==> src/rtl/mem_port_arbiter_pkg.sv <==
`default_nettype none
// ============================================================================
// Module   : mem_port_arbiter_pkg
// Brief    : Shared encodings and constants for the unified-RAM port arbiter.
//            Optional feature macro used by this slice: ARB_RR_EN.
// Revision : 1.0 - initial release
// ============================================================================
package mem_port_arbiter_pkg;

  // Arbiter sequencing states
  typedef enum logic {
    ARB_IDLE = 1'b0,
    ARB_BUSY = 1'b1
  } arb_state_e;

  // Transaction owner identifiers
  typedef enum logic {
    OWN_IF  = 1'b0,
    OWN_MEM = 1'b1
  } owner_e;

  // Width of the RAM data bus (one doubleword)
  localparam int REG_BUS = 64;

  // Default RAM read latency in cycles
  localparam int RAM_LAT_DEFAULT = 1;

  // Latency counter width; holds RAM_LAT-1 for RAM_LAT up to 15
  localparam int CNT_W = 4;

  // Pick the 32-bit instruction word out of a RAM doubleword
  function automatic logic [31:0] word_select(input logic [REG_BUS-1:0] dword,
                                              input logic               upper);
    return upper ? dword[63:32] : dword[31:0];
  endfunction

endpackage
`default_nettype wire

==> src/rtl/mem_port_arbiter_arb_pick.sv <==
`default_nettype none
// ============================================================================
// Module   : mem_port_arbiter_arb_pick
// Brief    : Combinational winner select between the fetch and load/store
//            requesters. Fixed MEM-over-IF priority by default; round-robin
//            against the previous grant when ARB_RR_EN is defined.
// Revision : 1.0 - initial release
// ============================================================================
module mem_port_arbiter_arb_pick
  import mem_port_arbiter_pkg::*;
(
  input  logic   if_req,
  input  logic   mem_req,
  input  owner_e last_grant,
  output logic   grant_valid,
  output owner_e grant_owner
);

`ifndef ARB_RR_EN
  // Fixed priority never looks at the grant history
  logic unused_last_grant;
  assign unused_last_grant = last_grant;
`endif

  // Winner select; a lone requester always wins, contention resolved below
  always_comb begin
    grant_valid = if_req | mem_req;
    grant_owner = OWN_IF;
`ifdef ARB_RR_EN
    if (if_req && mem_req) begin
      grant_owner = (last_grant == OWN_MEM) ? OWN_IF : OWN_MEM;
    end else if (mem_req) begin
      grant_owner = OWN_MEM;
    end
`else
    if (mem_req) begin
      grant_owner = OWN_MEM;
    end
`endif
  end

endmodule
`default_nettype wire

==> src/rtl/mem_port_arbiter.sv <==
`default_nettype none
// ============================================================================
// Module   : mem_port_arbiter
// Brief    : Shares one single-port unified RAM between instruction fetch and
//            load/store. One transaction outstanding at a time: the winner is
//            granted combinationally in IDLE, the RAM latency is counted out
//            in BUSY, and the response is steered back to the owner.
//            Optional feature macro: ARB_RR_EN (round-robin arbitration).
// Revision : 1.0 - initial release
// ============================================================================
module mem_port_arbiter
  import mem_port_arbiter_pkg::*;
#(
  parameter int RAM_LAT = RAM_LAT_DEFAULT,  // legal range 1..15
  parameter int ADDR_W  = REG_BUS
) (
  input  logic              clk,
  input  logic              rst,
  // instruction fetch requester
  input  logic              if_req,
  input  logic [ADDR_W-1:0] if_addr,
  output logic              if_ready,
  output logic              if_rvalid,
  output logic [31:0]       if_rdata,
  // load/store requester
  input  logic              mem_req,
  input  logic              mem_we,
  input  logic [ADDR_W-1:0] mem_addr,
  input  logic [63:0]       mem_wdata,
  input  logic [7:0]        mem_wmask,
  output logic              mem_ready,
  output logic              mem_rvalid,
  output logic [63:0]       mem_rdata,
  // RAM side
  output logic              ram_en,
  output logic              ram_we,
  output logic [ADDR_W-1:0] ram_addr,
  output logic [63:0]       ram_wdata,
  output logic [7:0]        ram_wmask,
  input  logic [63:0]       ram_rdata
);

  // Counter reload: response lands RAM_LAT cycles after the grant cycle
  localparam logic [CNT_W-1:0] CNT_LOAD = CNT_W'(RAM_LAT - 1);

  arb_state_e       state_q;
  owner_e           owner_q;
  logic [CNT_W-1:0] cnt_q;
  logic             addr2_q;   // fetch word select within the doubleword
  logic             store_q;   // owner was a store: ack carries zero data

  logic             pick_valid;
  owner_e           pick_owner;
  owner_e           last_grant_sel;
  logic             grant_fire;
  logic             resp_fire;

  // Only word-aligned fetch and doubleword-aligned RAM addresses matter
  logic unused_addr_bits;
  assign unused_addr_bits = ^{if_addr[1:0], mem_addr[2:0]};

`ifdef ARB_RR_EN
  owner_e last_grant_q;

  // Remember who won most recently so contention alternates
  always_ff @(posedge clk) begin
    if (rst) begin
      last_grant_q <= OWN_IF;
    end else if (grant_fire) begin
      last_grant_q <= pick_owner;
    end
  end

  assign last_grant_sel = last_grant_q;
`else
  assign last_grant_sel = OWN_IF;
`endif

  mem_port_arbiter_arb_pick u_arb_pick (
    .if_req      (if_req),
    .mem_req     (mem_req),
    .last_grant  (last_grant_sel),
    .grant_valid (pick_valid),
    .grant_owner (pick_owner)
  );

  // Outputs stay quiet while reset is held, even if a requester is waiting
  assign grant_fire = (state_q == ARB_IDLE) && pick_valid && !rst;
  assign resp_fire  = (state_q == ARB_BUSY) && (cnt_q == '0) && !rst;

  // Sequencer: accept one winner in IDLE, count out the RAM latency in BUSY
  always_ff @(posedge clk) begin
    if (rst) begin
      state_q <= ARB_IDLE;
      owner_q <= OWN_IF;
      cnt_q   <= '0;
      addr2_q <= 1'b0;
      store_q <= 1'b0;
    end else begin
      case (state_q)
        ARB_IDLE: begin
          if (pick_valid) begin
            state_q <= ARB_BUSY;
            owner_q <= pick_owner;
            cnt_q   <= CNT_LOAD;
            addr2_q <= if_addr[2];
            store_q <= (pick_owner == OWN_MEM) && mem_we;
          end
        end
        ARB_BUSY: begin
          if (cnt_q == '0) begin
            state_q <= ARB_IDLE;
          end else begin
            cnt_q <= cnt_q - 1'b1;
          end
        end
        default: begin
          state_q <= ARB_IDLE;
        end
      endcase
    end
  end

  // Grant-cycle RAM drive and owner-steered response; everything else is 0
  always_comb begin
    if_ready   = 1'b0;
    mem_ready  = 1'b0;
    ram_en     = 1'b0;
    ram_we     = 1'b0;
    ram_addr   = '0;
    ram_wdata  = '0;
    ram_wmask  = '0;
    if_rvalid  = 1'b0;
    if_rdata   = '0;
    mem_rvalid = 1'b0;
    mem_rdata  = '0;

    if (grant_fire) begin
      ram_en = 1'b1;
      if (pick_owner == OWN_MEM) begin
        mem_ready = 1'b1;
        ram_we    = mem_we;
        ram_addr  = {mem_addr[ADDR_W-1:3], 3'b000};
        ram_wdata = mem_wdata;
        ram_wmask = mem_wmask;
      end else begin
        if_ready  = 1'b1;
        ram_addr  = {if_addr[ADDR_W-1:3], 3'b000};
      end
    end

    if (resp_fire) begin
      if (owner_q == OWN_MEM) begin
        mem_rvalid = 1'b1;
        mem_rdata  = store_q ? 64'h0 : ram_rdata;
      end else begin
        if_rvalid  = 1'b1;
        if_rdata   = word_select(ram_rdata, addr2_q);
      end
    end
  end

endmodule
`default_nettype wire

==> config.mk <==
export PLATFORM = sky130hd
export DESIGN_NAME = mem_port_arbiter
export DESIGN_NICKNAME = d
export VERILOG_FILES = /design/src/rtl/mem_port_arbiter_pkg.sv /design/src/rtl/mem_port_arbiter_arb_pick.sv /design/src/rtl/mem_port_arbiter.sv
export SDC_FILE = /design/constraint.sdc
export NUM_CORES = 1
export LEC_CHECK = 0
export CAP_MARGIN = 5
export CORE_AREA = 2 2 196 198
export CTS_CLUSTER_SIZE = 20
export DETAILED_ROUTE_END_ITERATION = 7
export DIE_AREA = 0 0 198 200
export PLACE_DENSITY = 0.48
export SYNTH_ARGS = -nofsm -noshare
export SYNTH_HDL_FRONTEND = slang
export SYNTH_HIERARCHICAL = 1
export SYNTH_SLANG_ARGS = --single-unit
==> constraint.sdc <==
create_clock -name clk -period 2 [get_ports clk]
set_clock_uncertainty 0.15 [all_clocks]
set_input_delay 0.4 -clock clk [delete_from_list [all_inputs] [get_ports clk]]
set_output_delay 0.4 -clock clk [all_outputs]
set_load 0.1 [all_outputs]
==> results of run 1 <==
[sequential cells by signal (all words and copies together) (netlist names)]
register  cells
cnt_q         4
addr2_q       1
store_q       1
owner_q       1
state_q       1
[critical path: stages (launching register included)]
cell       delay (ns)
dfxtp_2          0.32
inv_2            0.06
ha_4             0.15
nand3b_4         0.08
and4bb_4         0.34
buf_6            0.12
buf_12           0.13
clkbuf_16        0.15
and2_4           0.15
buf_12           0.16
[cells by family (layout without fill, tap and decap cells)]
kind of cell	count (synthesis)	in the layout
other	1	4
buffers and inverters	47	613
DFF	8	8
muxes	94	94
and+or+nand+nor	257	257
adders and majority gates	1	1
AOI/OAI and AO/OA	11	11
[through the flow]
stage	setup TNS, ns	util [%]	worst slack (ns)
after floorplan	-44.17	-	-0.3861
after global placement	-108.20	32.53	-0.5233
after detailed placement	-110.20	32.53	-0.5339
after CTS	-83.93	35.89	-0.5237
after global routing	-85.99	35.66	-0.5049
final	-72.65	35.66	-0.4514
[cell type report]
type	count	area share, %
timing repair buffer	606	66.43
tap	511	4.794
clock buffer	3	0.5629
inverter	4	0.1689
sequential	8	1.257
multi-input combinational	366	26.77
antenna	1	0.01876
[power groups by stage]
stage	Combinational, µW	Clock [µW]	Sequential, µW
2_1_floorplan	1980	0	171
3_3_place_gp	3570	0	175
3_5_place_dp	3570	0	175
4_1_cts	3900	345	173
5_1_grt	3960	356	174
6_report	3830	340	173
[how the worst max path moves through the flow]
stage                                startpoint       endpoint  slack (ns)  cells after the start
after floorplan           cnt_q[1]$_SDFFE_PP0P_   if_rdata[10]       -0.39                      7
after global placement                   if_req  ram_wdata[42]       -0.52                      8
after detailed placement                    rst   if_rdata[24]       -0.53                      5
after CTS                 cnt_q[1]$_SDFFE_PP0P_   if_rdata[27]       -0.52                      7
after global routing      cnt_q[0]$_SDFFE_PP0P_  mem_rdata[24]       -0.50                      9
final                     cnt_q[0]$_SDFFE_PP0P_  mem_rdata[24]       -0.45                      9
[layout by cell type, fill, tap and decap left out, types with 2 or more instances in the layout]
cell	Yosys	layout
clkinvlp_4	0	2
nand2_1	5	5
nor2_4	29	94
clkbuf_16	0	7
mux2i_2	0	10
inv_2	0	2
nand2b_4	0	2
nor2_1	68	3
buf_6	2	21
mux2i_1	93	83
dfxtp_1	8	4
o21ai_0	2	2
dfxtp_2	0	3
nor2b_1	3	2
nand3_1	3	3
and2_4	0	137
conb_1	1	3
a21oi_1	6	6
buf_12	3	254
buf_16	0	13
buf_8	0	10
clkdlybuf4s50_1	0	260
buf_4	5	43
[routing by layer]
metal	routed length (µm)	GRT usage, %	vias to the layer above
li1	-	-	2487
met1	9318	13.27	2331
met2	13530	23.10	275
met3	2206	3.360	8
met4	73	0.9747	2
met5	13	0	-
[timing repair]
item / 4_1_cts / 5_1_grt
buffers inserted: 30 / 15
endpoints found under the setup margin: 235 / 235
endpoints found under the hold margin: 0 / 0
pin swaps: 54 / 47
gates cloned: 21 / 4
hold buffers: 0 / 0
gates resized for setup: 154 / 28
==> results.md, run 1 <==
- Most common cell in the netlist: and2_1
- Detailed Route WL: 25150 µm
- Layout cells sized above 1: 61.80%
- P_int: 2121 µW
- Sw frac: 51.17%
- Register area share after synthesis: 5.242%
- Initial core utilization: 8.170%
- Worst hold margin: 0.2350 ns
- Nets@finish: 1259
- Worst setup SP type: flip-flop
- Ys Warns: 6
- Commonest cells in the netlist: and2_1 (137), mux2i_1 (93), nor2_1 (68)
- Placed instance area: 12170 µm²
- Area Growth Syn to Fin: 336.5%
- GRT overflow: 0
- Root Buffer: clkbuf_16
- Drt wl/cell: 16.78 µm
- Power Density: 325.7 nW/µm²
- Sw power: 2223 µW
- IO Port Bufs: 498
- Final HPWL DP: 20100 µm
- Routed via count: 5103
- Clock share of power: 7.8%
- Worst R2R Path Depth: 6
- Failing checks: setup timing
- Critical Path End Type: output pin
- Core area: 37400 µm²
- DRT antenna net count: 0
- Critical R2R Capture: cnt_q[0]$_SDFFE_PP0P_
- Residual DRC count: 0
- Die Wd: 198 µm
- Dpl cells: 1445
- Area of the multi-input gates: 3571 µm²
- CTS tree: built
- H-tree level count: 1
- Simple-Gate Fraction of Synth Area: 52.25%
- Logic pwr share: 88.2%
- Post-Synth Adder-Cell Area: 0.4095%
- Crit Path Max Fanout: 6
- Setup ws final: -0.4514 ns
- Worst r2r src: cnt_q[0]$_SDFFE_PP0P_
- Fin area: 13340 µm²
- Reg2Reg Setup Slack: 0.22 ns
- Register Area: 167.7 µm²
- Async set-reset flop share out of synthesis: 0%
- Hold Path End: addr2_q$_SDFFE_PP0P_
- Largest family of logic cells by synthesized area: simple AND/OR/NAND/NOR gates
- Status: finished with violations
- Yosys reg bits: 8
- I/O pin count: 507
- Die Area: 39600 µm²
- Clock Sink Count: 8
- Tot Pwr: 4344 µW
- CP arrival: 1.90 ns
- Hold Crit Start: rst
- Endpoints failing setup: 235
- Mux cell area share after synthesis: 30.84%
- Hold Crit Depth: 2
- Final hold viol count: 0
- Yosys top cell by area: mux2i_1
- Initial antenna violation count: 2
- Leading post-synthesis cells by cell area: mux2i_1 (30%), and2_1 (28%), nor2_4 (11%)
- CTS max path bufs: 2
- Vias in the first global route: 5472
- CP Class: reg2out
- RSZ-0062 raised after global routing: true
- Fmax achieved: 407.9 MHz
- Final worst path period share: 122.6%
- Post-Synth XOR/XNOR Area: 0%
- Lkg Pwr: 0.005255 µW
- Worst hold-check path type: in2reg
- Fillers: 3696
- GP Congestion: 0.8319
- Vias per inst: 3.404
- Largest net degree at the start of global routing: 33
- 1st-pass router iterations: 4
- CTS buffer count: 3
- Placement row count: 71
- Non-Filler Instances: 1499
- Clock-pin slew on the worst setup and hold paths: 0.04 ns
- Syn_area_per_cell: 7.292 µm²
- Min Clock Period, post-route: 2.451 ns
- Post-synthesis compound-gate area fraction: 2.252%
- Max-Cap Viols: 0
- Crit path required time: 1.45 ns
- Total Routing Usage GR: 11.89%
- Die Ht: 200 µm
- Part of the power in registers: 4.0%
- Post-synthesis cell count: 419
- VDD IR max: 0.2446 mV
- Synth Cell Area: 3055 µm²
- Post-synth EDFFs: 0
- Worst-Skew Late Latency: 0.23 ns
- Ys flop type: dfxtp_1
- Max-slew violation count: 0
- Area share of the largest cell type after synthesis: 30.47%
- Yosys cell types: 33
- DRT iter0 DRCs: 44
- First-pass GRT wire length: 35330 µm
No activity file was read; power rests on OpenSTA's default activity.
==> inputs of run 2 (changes only) <==
TNS_END_PERCENT = 30   (was default)
==> results.md, run 2 (synthesis gave the netlist of run 1 again) <==
- Status: finished with violations
- Failing checks: setup timing
- VDD IR max: 0.3678 mV (+50%)
- Pre-CTS WS: -0.6346 ns (-0.1008 ns)
- Reg2Reg Setup Slack: 0.14 ns (-0.08 ns)
- DRT iter0 DRCs: 67 (+52%)
- Power Density: 325.7 nW/µm² (about the same)
- Hold Crit Depth: 2 (unchanged)
- Max-Cap Viols: 0 (unchanged)
- Layout cells sized above 1: 59.90% (-1.9 points)
- Vias in the first global route: 5263 (-3.8%)
- Vias per inst: 3.415 (+0.31%)
- Worst r2r src: cnt_q[1]$_SDFFE_PP0P_
- Largest register FFs: 4 (unchanged)
- Dpl cells: 1426 (-1.3%)
- Largest Register: cnt_q
- I/O pin count: 507 (unchanged)
- Commonest non-fill, non-tap cells in the layout: buf_12 (262), clkdlybuf4s50_1 (260), and2_4 (136), mux2i_1 (93), nor2_4 (89)
- DRT antenna net count: 0 (unchanged)
- Total Routing Usage GR: 11.95% (+0.067 points)
- Final hold viol count: 0 (unchanged)
- GRT overflow: 0 (unchanged)
- Max-slew violation count: 0 (unchanged)
- Setup ws final: -0.4704 ns (-0.01904 ns)
- Worst-Skew Late Latency: 0.23 ns (about the same)
- Critical R2R Capture: cnt_q[1]$_SDFFE_PP0P_
- CTS tree: built
- Leading cell type in the layout, fill and taps excluded: buf_12
- Final HPWL DP: 20940 µm (+4.1%)
- Crit path required time: 1.45 ns (about the same)
- CTS max path bufs: 2 (unchanged)
- Placement row count: 71 (unchanged)
- Nets@finish: 1242 (-1.4%)
- 1st-pass router iterations: 4 (unchanged)
- IO Port Bufs: 498 (unchanged)
- RSZ-0062 raised after global routing: true
- CP arrival: 1.92 ns (+0.02 ns)
- Critical Path End Type: output pin
- Initial antenna violation count: 6 (+4)
- Crit Path Max Fanout: 11 (+5)
- Detailed Route WL: 25530 µm (+1.5%)
- Hold Path End: store_q$_SDFFE_PP0P_
- Final worst path period share: 123.5% (+0.95 points)
- Root Buffer: clkbuf_16
- Worst R2R Path Depth: 6 (unchanged)
- Total negative setup slack: -83.77 ns (-11.12 ns)
- Lkg Pwr: 0.005207 µW (-0.92%)
- First-pass GRT wire length: 35170 µm (-0.47%)
- CTS buffer count: 3 (unchanged)
- Residual DRC count: 0 (unchanged)
- Endpoints failing setup: 235 (unchanged)
- CP Class: reg2out
- Die Wd: 198 µm (unchanged)
- Clock-pin slew on the worst setup and hold paths: 0.04 ns (about the same)
- Fmax achieved: 404.8 MHz (-0.77%)
- Routed via count: 5064 (-0.76%)
- Die Ht: 200 µm (unchanged)
- Core area: 37400 µm² (unchanged)
- Die Area: 39600 µm² (unchanged)
- Drt wl/cell: 17.21 µm (+2.6%)
- Worst hold margin: 0.3125 ns (+0.07752 ns)
- Clock Sink Count: 8 (unchanged)
- Largest net degree at the start of global routing: 34 (+3.0%)
- GP Congestion: 0.7740 (-7.0%)
- Non-Filler Instances: 1483 (-1.1%)
- H-tree level count: 1 (unchanged)
- Worst hold-check path type: reg2reg
- Initial core utilization: 8.170% (unchanged)
- Min Clock Period, post-route: 2.470 ns (+0.01904 ns)
- Area Growth Syn to Fin: 333.7%
- Worst setup SP type: flip-flop
- Hold Crit Start: store_q$_SDFFE_PP0P_
==> run 2: repair_timing <==
action,CTS,global route
hold buffers,0,0
resized for setup,156,22
buffers inserted,27,4
pin swaps,71,8
endpoints found under the setup margin,235,235
cloned,17,5
==> run 2: area by class of cell <==
| type | count | area (µm²) |
|---|---|---|
| fillers | 3684 | 24150 |
| clock buffers | 3 | 75.07 |
| multi-input cells | 366 | 3506 |
| repair buffers | 589 | 8842 |
| inverters | 4 | 15.01 |
| flip-flops and latches | 8 | 167.7 |
| diodes | 2 | 5.005 |
| well taps | 511 | 639.4 |
==> run 2: routing by layer <==
metal | share of wire [%] | global-route usage [%]
met2 | 53 | 23.02
met5 | 0.15 | 0
met4 | 0.67 | 1.281
met3 | 9.4 | 3.713
met1 | 36 | 13.19
==> run 2: per-stage QoR <==
stage	power (µW)	util [%]	area, µm²
after floorplan	2103	-	3705
after global placement	3655	31.44	11760
after detailed placement	3660	31.44	11760
after CTS	4331	34.85	13030
after global routing	4457	35.42	13250
final	4315	35.43	13250
==> run 2: worst max path at each step <==
stage	start	endpoint	slack, ns	cells after the start
detailed placement	if_req	ram_wdata[27]	-0.63	7
CTS	cnt_q[1]$_SDFFE_PP0P_	if_rdata[6]	-0.48	7
floorplan	cnt_q[1]$_SDFFE_PP0P_	mem_rdata[10]	-0.55	7
global route	cnt_q[1]$_SDFFE_PP0P_	if_rdata[6]	-0.53	7
finish	cnt_q[1]$_SDFFE_PP0P_	mem_rdata[51]	-0.47	8
global placement	if_req	ram_wdata[36]	-0.63	7
==> run 2: worst max-delay path, stage by stage (launching register included) <==
cell       delay (ns)
dfxtp_2          0.32
inv_2            0.07
ha_4             0.15
nand3b_4         0.08
and4bb_4         0.39
buf_4            0.16
clkbuf_16        0.16
and2_1           0.17
buf_12           0.18
==> run 2: where the power goes <==
group	total (µW)	internal (µW)	switching [µW]
logic	3810	1680	2130
clock network	337	258	79.3
registers	171	167	3.97
